## config.mk

```make
export PLATFORM = sky130hd
export DESIGN_NAME = mem_wb_stage
export DESIGN_NICKNAME = d
export VERILOG_FILES = /design/src/rtl/mwb_pkg.sv /design/src/rtl/mwb_perf_cnt.sv /design/src/rtl/mem_wb_stage.sv
export SDC_FILE = /design/constraint.sdc
export NUM_CORES = 1
export LEC_CHECK = 0
export ABC_AREA = 0
export BUFFER_PORTS_ARGS = -buffer_cell sky130_fd_sc_hd__buf_4
export CAP_MARGIN = 40
export CORE_MARGIN = 2
export CORE_UTILIZATION = 50
export DETAILED_ROUTE_END_ITERATION = 16
export PLACE_DENSITY = 0.86
export SLEW_MARGIN = 30
export SYNTH_ARGS = -nofsm -noshare
export SYNTH_HDL_FRONTEND = slang
export SYNTH_SLANG_ARGS = --single-unit
```

## constraint.sdc

```tcl
create_clock -name clk -period 6 [get_ports clk]
set_input_delay 1.2 -clock clk [delete_from_list [all_inputs] [get_ports clk]]
set_output_delay 1.2 -clock clk [all_outputs]
set_load 0.005 [all_outputs]
```

## src/rtl/mwb_pkg.sv

```systemverilog
// Shared types and helpers for the MEM/WB segment: load-type encoding, lane width, load extraction.
package mwb_pkg;

  typedef enum logic [2:0] {
    NONE = 3'd0,
    LB   = 3'd1,
    LH   = 3'd2,
    LW   = 3'd3,
    LBU  = 3'd4,
    LHU  = 3'd5,
    LWU  = 3'd6,
    LD   = 3'd7
  } ld_t;

  function automatic int unsigned lane_width(input int unsigned xlen);
    return (xlen == 64) ? 32'd3 : 32'd2;
  endfunction

  // Data is rotated (not shifted) so bytes past the top of the word wrap to lane 0.
  function automatic logic [63:0] extract_load(input ld_t t, input logic [63:0] raw,
                                               input logic [2:0] lane, input logic wide);
    logic [127:0] dbl;
    logic [63:0]  d32;
    logic [63:0]  sh;
    logic [63:0]  res;
    dbl = {raw, raw};
    d32 = {raw[31:0], raw[31:0]};
    if (wide) sh = 64'(dbl >> {lane, 3'b000});
    else      sh = {32'b0, 32'(d32 >> {lane[1:0], 3'b000})};
    res = '0;
    case (t)
      LB:      res = {{56{sh[7]}}, sh[7:0]};
      LH:      res = {{48{sh[15]}}, sh[15:0]};
      LW:      res = wide ? {{32{sh[31]}}, sh[31:0]} : {32'b0, sh[31:0]};
      LBU:     res = {56'b0, sh[7:0]};
      LHU:     res = {48'b0, sh[15:0]};
      LWU:     res = {32'b0, sh[31:0]};
      LD:      res = wide ? sh : {32'b0, sh[31:0]};
      default: res = '0;
    endcase
    return res;
  endfunction

endpackage

```

## src/rtl/mwb_perf_cnt.sv

```systemverilog
// Per-transaction cache hit/miss counters plus miss-cycle counter; built only with PERF_CNT_EN.
module mwb_perf_cnt #(
  parameter int unsigned CNT_W = 32
) (
  input  logic             clk,
  input  logic             rst_n,
  input  logic             cnt_clr,
  input  logic             access,
  input  logic             is_write,
  input  logic             cache_miss,
  input  logic             stall_req,
  output logic [CNT_W-1:0] rd_hit_cnt,
  output logic [CNT_W-1:0] rd_miss_cnt,
  output logic [CNT_W-1:0] wr_hit_cnt,
  output logic [CNT_W-1:0] wr_miss_cnt,
  output logic [CNT_W-1:0] miss_cyc_cnt
);

  logic             pend_q, pend_d;
  logic [CNT_W-1:0] rd_hit_q, rd_hit_d, rd_miss_q, rd_miss_d;
  logic [CNT_W-1:0] wr_hit_q, wr_hit_d, wr_miss_q, wr_miss_d;
  logic [CNT_W-1:0] miss_cyc_q, miss_cyc_d;

  function automatic logic [CNT_W-1:0] sat_inc(input logic [CNT_W-1:0] c);
    return (c == '1) ? c : c + 1'b1;
  endfunction

  always_comb begin
    pend_d     = pend_q;
    rd_hit_d   = rd_hit_q;
    rd_miss_d  = rd_miss_q;
    wr_hit_d   = wr_hit_q;
    wr_miss_d  = wr_miss_q;
    miss_cyc_d = miss_cyc_q;
    if (access && cache_miss) pend_d = 1'b1;
    else if (!cache_miss)     pend_d = 1'b0;
    if (cnt_clr) begin
      rd_hit_d   = '0;
      rd_miss_d  = '0;
      wr_hit_d   = '0;
      wr_miss_d  = '0;
      miss_cyc_d = '0;
    end else begin
      // A transaction is counted once, on the cycle it completes without a miss.
      if (access && !cache_miss) begin
        case ({is_write, pend_q})
          2'b00:   rd_hit_d  = sat_inc(rd_hit_q);
          2'b01:   rd_miss_d = sat_inc(rd_miss_q);
          2'b10:   wr_hit_d  = sat_inc(wr_hit_q);
          default: wr_miss_d = sat_inc(wr_miss_q);
        endcase
      end
      if (stall_req) miss_cyc_d = sat_inc(miss_cyc_q);
    end
  end

  always_ff @(posedge clk) begin
    if (!rst_n) begin
      pend_q     <= 1'b0;
      rd_hit_q   <= '0;
      rd_miss_q  <= '0;
      wr_hit_q   <= '0;
      wr_miss_q  <= '0;
      miss_cyc_q <= '0;
    end else begin
      pend_q     <= pend_d;
      rd_hit_q   <= rd_hit_d;
      rd_miss_q  <= rd_miss_d;
      wr_hit_q   <= wr_hit_d;
      wr_miss_q  <= wr_miss_d;
      miss_cyc_q <= miss_cyc_d;
    end
  end

  assign rd_hit_cnt   = rd_hit_q;
  assign rd_miss_cnt  = rd_miss_q;
  assign wr_hit_cnt   = wr_hit_q;
  assign wr_miss_cnt  = wr_miss_q;
  assign miss_cyc_cnt = miss_cyc_q;

endmodule

```

## src/rtl/mem_wb_stage.sv

```systemverilog
// MEM/WB segment register with stall-safe read-data hold and load extraction.
// Optional performance counters are built when PERF_CNT_EN is defined.
module mem_wb_stage
  import mwb_pkg::*;
#(
  parameter int unsigned XLEN   = 32,
  parameter int unsigned REG_AW = 5,
  parameter int unsigned CNT_W  = 32
) (
  input  logic              clk,
  input  logic              rst_n,
  input  logic              en,
  input  logic              clear,
  input  logic              cache_miss,
  input  logic [XLEN-1:0]   mem_addr_m,
  input  logic [XLEN/8-1:0] mem_we_m,
  input  logic              mem_to_reg_m,
  input  logic [XLEN-1:0]   cache_rd_data,
  input  logic [XLEN-1:0]   result_m,
  input  logic [REG_AW-1:0] rd_m,
  input  logic [2:0]        reg_write_m,
  output logic              stall_req,
  output logic [XLEN-1:0]   result_w,
  output logic [REG_AW-1:0] rd_w,
  output logic [2:0]        reg_write_w,
  output logic              mem_to_reg_w,
  output logic [XLEN-1:0]   load_data_w
`ifdef PERF_CNT_EN
  ,
  input  logic              cnt_clr,
  output logic [CNT_W-1:0]  rd_hit_cnt,
  output logic [CNT_W-1:0]  rd_miss_cnt,
  output logic [CNT_W-1:0]  wr_hit_cnt,
  output logic [CNT_W-1:0]  wr_miss_cnt,
  output logic [CNT_W-1:0]  miss_cyc_cnt
`endif
);

  localparam int unsigned LANE_W = lane_width(XLEN);

  logic [XLEN-1:0]   result_q, result_d;
  logic [REG_AW-1:0] rd_q, rd_d;
  ld_t               reg_write_q, reg_write_d;
  logic              mem_to_reg_q, mem_to_reg_d;
  logic [LANE_W-1:0] lane_q, lane_d;
  logic              hold_q, hold_d;
  logic [XLEN-1:0]   hold_data_q, hold_data_d;
  logic [XLEN-1:0]   raw_data;
  logic              access;
  logic              unused_addr;

  assign unused_addr = ^mem_addr_m[XLEN-1:LANE_W];
  assign access      = mem_to_reg_m | (|mem_we_m);
  assign stall_req   = cache_miss & access;
  assign raw_data    = hold_q ? hold_data_q : cache_rd_data;

  always_comb begin
    result_d     = result_q;
    rd_d         = rd_q;
    reg_write_d  = reg_write_q;
    mem_to_reg_d = mem_to_reg_q;
    lane_d       = lane_q;
    hold_d       = hold_q;
    hold_data_d  = hold_data_q;
    if (!en) begin
      hold_d      = 1'b1;
      hold_data_d = raw_data;
    end else begin
      hold_d = 1'b0;
      if (clear) begin
        result_d     = '0;
        rd_d         = '0;
        reg_write_d  = NONE;
        mem_to_reg_d = 1'b0;
        lane_d       = '0;
      end else begin
        result_d     = result_m;
        rd_d         = rd_m;
        reg_write_d  = ld_t'(reg_write_m);
        mem_to_reg_d = mem_to_reg_m;
        lane_d       = mem_addr_m[LANE_W-1:0];
      end
    end
  end

  always_ff @(posedge clk) begin
    if (!rst_n) begin
      result_q     <= '0;
      rd_q         <= '0;
      reg_write_q  <= NONE;
      mem_to_reg_q <= 1'b0;
      lane_q       <= '0;
      hold_q       <= 1'b0;
      hold_data_q  <= '0;
    end else begin
      result_q     <= result_d;
      rd_q         <= rd_d;
      reg_write_q  <= reg_write_d;
      mem_to_reg_q <= mem_to_reg_d;
      lane_q       <= lane_d;
      hold_q       <= hold_d;
      hold_data_q  <= hold_data_d;
    end
  end

  assign result_w     = result_q;
  assign rd_w         = rd_q;
  assign reg_write_w  = reg_write_q;
  assign mem_to_reg_w = mem_to_reg_q;
  assign load_data_w  = XLEN'(extract_load(reg_write_q, 64'(raw_data), 3'(lane_q), XLEN == 64));

`ifdef PERF_CNT_EN
  mwb_perf_cnt #(.CNT_W(CNT_W)) u_perf_cnt (
    .clk          (clk),
    .rst_n        (rst_n),
    .cnt_clr      (cnt_clr),
    .access       (access),
    .is_write     (|mem_we_m),
    .cache_miss   (cache_miss),
    .stall_req    (stall_req),
    .rd_hit_cnt   (rd_hit_cnt),
    .rd_miss_cnt  (rd_miss_cnt),
    .wr_hit_cnt   (wr_hit_cnt),
    .wr_miss_cnt  (wr_miss_cnt),
    .miss_cyc_cnt (miss_cyc_cnt)
  );
`endif

endmodule

```

==> impl_metrics.yaml, run 1 <==
floorplan:
  core-area_mm2: 0.007647
  fp.dieArea_mm2: 0.008538
  io_pins: 188
  die_width_um: 92.40
  die_h_um: 92.40
  initial_core_util: 0.5110
  rows: 32
synthesis:
  ys_seq_area_frac: 0.3894
  synth_seq_cells: 76
  syn_area_per_cell_um2: 10.76
  syn_nets: 477
  synthTopCellsByArea: "dfxtp_1, mux4_2, a22o_1, mux2i_1, nand2_1"
  synth_top_area_frac: 0.3894
  syn-cell-area_mm2: 0.003907
  synth_cell_type_count: 25
  synth_area_leader_cell: "dfxtp_1"
  synthCells: 363
  yosysWarningCount: 0
setup_path:
  critPathRequiredTime_ps: 4800
  reg2reg_to: "hold_data_q[30]"
  cp.arrival_ps: 2990
  regToRegSetupSlack_ps: 4110
  crit-reg2reg-launch: "hold_q"
  r2r_cells: 3
  cp_max_fo: 21
  start_kind: "flop"
  critPathKind: "flop to output port"
  critPathCaptureType: "output port"
cells_and_area:
  layout_commonest_cell: "buf_4"
  final.fill_count: 576
  area_growth_pct: 36.41
  final_cell_mix: "buf_4, dfxtp_1, nand2_1"
  nets: 618
  antennaDiodeCount: 0
  drive_gt1_frac: 0.4538
global_route:
  gr-total-overflow: 0
  first_global_vias: 3455
  grt_max_degree: 44
  antenna_found_initial: 0
  track_usage: 0.2551
  grt_pass1_wl_um: 16960
clock_network:
  postCtsHoldBufs: 0
  post_cts_buffers: 0
  cts_resized: 0
  cts_tree: "built"
  cts_buffer_depth: 2
  cts-root-buf: "clkbuf_8"
  h-tree-depth: 3
  clk_pin_slew_ps: 80
  clock-sinks: 76
  clock_latency_ps: 350
  numCtsBuffers: 9
placed_design:
  routabilityCongestion: 0.8609
  post-place-ws_ps: 1950
  port-buffer-count: 157
  hpwlAfterDp_um: 7987
timing:
  fmax_mhz: 238.4
  worst_slack_ps: 1805
  worst_pin_slew_ps: 818.8
  hold_viol_final: 0
  setup_violations: 0
  skew_ps: 5.252
  period_share: 0.6991
  fin_crit_ps: 4195
  tns_ps: 0
  rsz0062_at_grt: "no"
  slew_headroom: 0.4534
  finalMaxSlewViolations: 0
flow_run:
  cap_violations: 0
power:
  ir_drop_v: 0.0001345
  leakagePower_nw: 2.230
  power_density_mw_per_mm2: 214.7
routing:
  wl_per_cell_um: 18.04
  via_per_inst: 5.718
  routed_wl_um: 11020
  drc_errors: 0
  drt_iter0_markers: 211
  num_vias: 3494
  drt_first_pass_iters: 4
  antenna_left: 0
worst_hold_path:
  holdPathEnd: "hold_data_q[22]"
  worstHoldStart: "hold_data_q[22]"
  hp-class: "flop to flop"
  holdPathStages: 2
outcome:
  outcome: "complete, no violations"
[Yosys cell counts, drive strengths merged]
cell	instances
mux4	32
o21a	1
a21boi	32
a22o	43
or2	1
buf	10
a21oi	1
nor2	9
nor3	1
nand2	66
or4	1
mux2i	32
o2bb2a	1
clkbuf	24
nor3b	1
and3b	1
nor2b	2
dfxtp	76
mux2	4
o21ai	25
[critical path: stages (launching register included)]
cell and delay, ps:
dfxtp_1 860, buf_4 430, mux2i_1 350, mux4_2 320, o2bb2a_4 310, o21ai_0 190, buf_4 180
[flip-flops by register name, indices dropped and copies added, names as in the netlist]
name / flops
result_w: 32
mem_to_reg_w: 1
lane_q: 2
reg_write_w: 3
rd_w: 5
hold_q: 1
hold_data_q: 32
[stage by stage]
| stage | instances | total power, mW | utilization | cell area, um^2 | hold WS (ps) |
|---|---|---|---|---|---|
| after floorplan | 363 | 0.6740 | - | 3908 | 450.1 |
| after global placement | 593 | 0.7718 | 0.6674 | 5104 | 458.6 |
| after detailed placement | 594 | 0.7816 | 0.6692 | 5117 | 466.6 |
| after CTS | 610 | 1.153 | 0.6944 | 5310 | 480.2 |
| after global routing | 611 | 1.198 | 0.6970 | 5330 | 502.9 |
| final | 611 | 1.144 | 0.6970 | 5330 | 477.8 |
[area by class of cell]
type / count / area, um^2 / area share
Clock buffer: 9 / 123.9 / 0.02324
Clock inverter: 7 / 68.82 / 0.01291
Multi-Input combinational cell: 253 / 2236 / 0.4195
Sequential cell: 76 / 1526 / 0.2864
Tap cell: 102 / 127.6 / 0.02394
Timing Repair Buffer: 164 / 1247 / 0.2340
[kinds of logic after synthesis]
group | Yosys count | share of synthesized area
AO/OA/AOI/OAI | 103 | 0.2078
AND/OR/NAND/NOR | 82 | 0.08422
multiplexers | 68 | 0.2779
flip-flops | 76 | 0.3894
buffers and inverters | 34 | 0.04067
[worst max-delay path by stage]
stage | from | endpoint | cells past startpoint
after floorplan | cache_rd_data[31] | load_data_w[17] | 5
after global placement | cache_rd_data[31] | load_data_w[16] | 6
after detailed placement | cache_rd_data[31] | load_data_w[16] | 6
after CTS | hold_q | load_data_w[16] | 6
after global routing | hold_q | load_data_w[27] | 6
final | hold_q | load_data_w[24] | 6
[where the power goes]
part	total (mW)	switching (mW)	internal, mW
Clock	0.372	0.211	0.161
Combinational	0.221	0.0929	0.128
Sequential	0.551	0.0234	0.528
[routing by layer]
layer  wire [um]  vias up  GRT usage
met5           0        -          0
met4         266        0     0.1182
met3         887       23    0.05045
met2        5767      159     0.4465
met1        4102     1675     0.3011
li1            -     1637          -
(Power assumes the default switching activity.)
==> run 2: changes to the inputs <==
--- a/config.mk
+++ b/config.mk
@@ -9,9 +9,9 @@
 export BUFFER_PORTS_ARGS = -buffer_cell sky130_fd_sc_hd__buf_4
 export CAP_MARGIN = 40
 export CORE_MARGIN = 2
-export CORE_UTILIZATION = 50
+export CORE_UTILIZATION = 42
 export DETAILED_ROUTE_END_ITERATION = 16
-export PLACE_DENSITY = 0.86
+export PLACE_DENSITY = 0.77
 export SLEW_MARGIN = 30
 export SYNTH_ARGS = -nofsm -noshare
 export SYNTH_HDL_FRONTEND = slang
==> constraint.sdc (replaced) <==
create_clock -name clk -period 3.7 [get_ports clk]
set_input_delay 0.74 -clock clk [delete_from_list [all_inputs] [get_ports clk]]
set_output_delay 0.74 -clock clk [all_outputs]
set_load 0.005 [all_outputs]
==> run 2 against run 1 <==
Worst hold slack improved by 0.90 ps. Cell count up 1.8%. Worst setup slack lost 1600 ps. Sequential cell count did not move. Utilization shrank 11 points. Clock skew rose by 0.68 ps. Non-clock buffer count grew 2. Sequential share of layout area fell by 0.42 points. First-iteration DRC count is 36% lower. Sequential power increased by 61%. Total power rose by 70%. Critical path depth fell by 1. Largest cell class unchanged.
==> impl_metrics.yaml, run 2 (synthesis gave the netlist of run 1 again) <==
timing:
  slew_headroom: 0.4958
  rsz0062_at_grt: "no"
  fmax_mhz: 283.9
  fin_crit_ps: 3522
  hold_viol_final: 0
  skew_ps: 5.930
  finalMaxSlewViolations: 0
  worst_pin_slew_ps: 755.4
  period_share: 0.9518
  setup_violations: 0
  tns_ps: 0
setup_path:
  critPathCaptureType: "output port"
  critPathKind: "flop to output port"
  crit-reg2reg-launch: "hold_q"
  cp.arrival_ps: 2780
  critPathRequiredTime_ps: 2960
  r2r_cells: 4
  critPathLaunch: "hold_q"
  start_kind: "flop"
  cp_max_fo: 16
global_route:
  first_global_vias: 3305
  antenna_found_initial: 0
  grt_max_degree: 42
  track_usage: 0.2066
  grt_pass1_wl_um: 16340
  gr-total-overflow: 0
clock_network:
  postCtsHoldBufs: 0
  cts-root-buf: "clkbuf_8"
  clk_pin_slew_ps: 100
  numCtsBuffers: 9
  cts_buffer_depth: 2
  post_cts_buffers: 0
  cts_resized: 0
  cts_tree: "built"
  h-tree-depth: 3
  clock_latency_ps: 360
  clock-sinks: 76
worst_hold_path:
  hp-class: "flop to flop"
  worstHoldStart: "hold_data_q[14]"
  holdPathStages: 2
routing:
  antenna_left: 0
  drt_first_pass_iters: 4
  drc_errors: 0
  drt_iter0_markers: 135
  num_vias: 3451
  wl_per_cell_um: 17.26
  via_per_inst: 5.548
  routed_wl_um: 10730
power:
  power_density_mw_per_mm2: 360.8
  ir_drop_v: 0.0001739
  leakagePower_nw: 2.257
floorplan:
  initial_core_util: 0.4269
  fp.dieArea_mm2: 0.01009
  core-area_mm2: 0.009153
  die_h_um: 100.5
  rows: 35
  die_width_um: 100.5
  io_pins: 188
cells_and_area:
  nets: 620
  area_growth_pct: 38.20
  layout_commonest_cell: "buf_4"
  fin_area_mm2: 0.005400
  drive_gt1_frac: 0.4560
  antennaDiodeCount: 0
  final_cell_mix: "buf_4, dfxtp_1, nand2_1"
flow_run:
  cap_violations: 0
placed_design:
  routabilityCongestion: 0.9420
  port-buffer-count: 157
  placed_area_mm2: 0.005182
  hpwlAfterDp_um: 7803
outcome:
  outcome: "complete, no violations"
-- run 2: path summary, 6_finish.rpt --
kind	slack, ps	endpoint
max reg2reg	1840	hold_data_q[19]
min	480	hold_data_q[14]
max	180	load_data_w[24]
min reg2reg	480	hold_data_q[14]
-- run 2: worst max-delay path, cell delays in order (launching register included) --
cell and delay, ps:
dfxtp_1 730, mux2_2 410, mux4_2 500, o2bb2a_4 390
o21ai_0 210, buf_4 180
-- run 2: power breakdown --
| part | switching [mW] | internal, mW | leakage (nW) |
|---|---|---|---|
| registers | 0.0327 | 0.856 | 0.623 |
| logic | 0.155 | 0.211 | 1.53 |
| clock network | 0.362 | 0.330 | 0.107 |
| total | 0.550 | 1.40 | 2.26 |
-- run 2: through the flow --
| stage | hold slack [ps] | cells | utilization | power [mW] | worst slack [ps] |
|---|---|---|---|---|---|
| global route | 504.0 | 622 | 0.5900 | 2.033 | 56.56 |
| CTS | 482.5 | 622 | 0.5900 | 1.962 | 197.5 |
| finish | 478.7 | 622 | 0.5900 | 1.948 | 178.2 |
| floorplan | 450.1 | 363 | - | 1.093 | 1037 |
| global placement | 458.1 | 605 | 0.5632 | 1.260 | 583.1 |
| detailed placement | 466.4 | 606 | 0.5662 | 1.274 | 558.4 |
-- run 2: area by class of cell --
| class | instances | area (um^2) |
|---|---|---|
| Multi-Input combinational cell | 253 | 2241 |
| Tap cell | 111 | 138.9 |
| Clock buffer | 9 | 123.9 |
| Sequential cell | 76 | 1524 |
| Clock inverter | 7 | 93.84 |
| Timing Repair Buffer | 166 | 1279 |
| Fill cell | 776 | 3752 |
-- run 2: routing by layer --
metal	vias up	routed length, um	GRT usage	share of wire
li1	1643	-	-	-
met1	1621	4249	0.2571	0.40
met2	162	5393	0.3474	0.50
met3	25	811	0.04230	0.076
met4	0	280	0.09062	0.026
met5	-	0	0	0
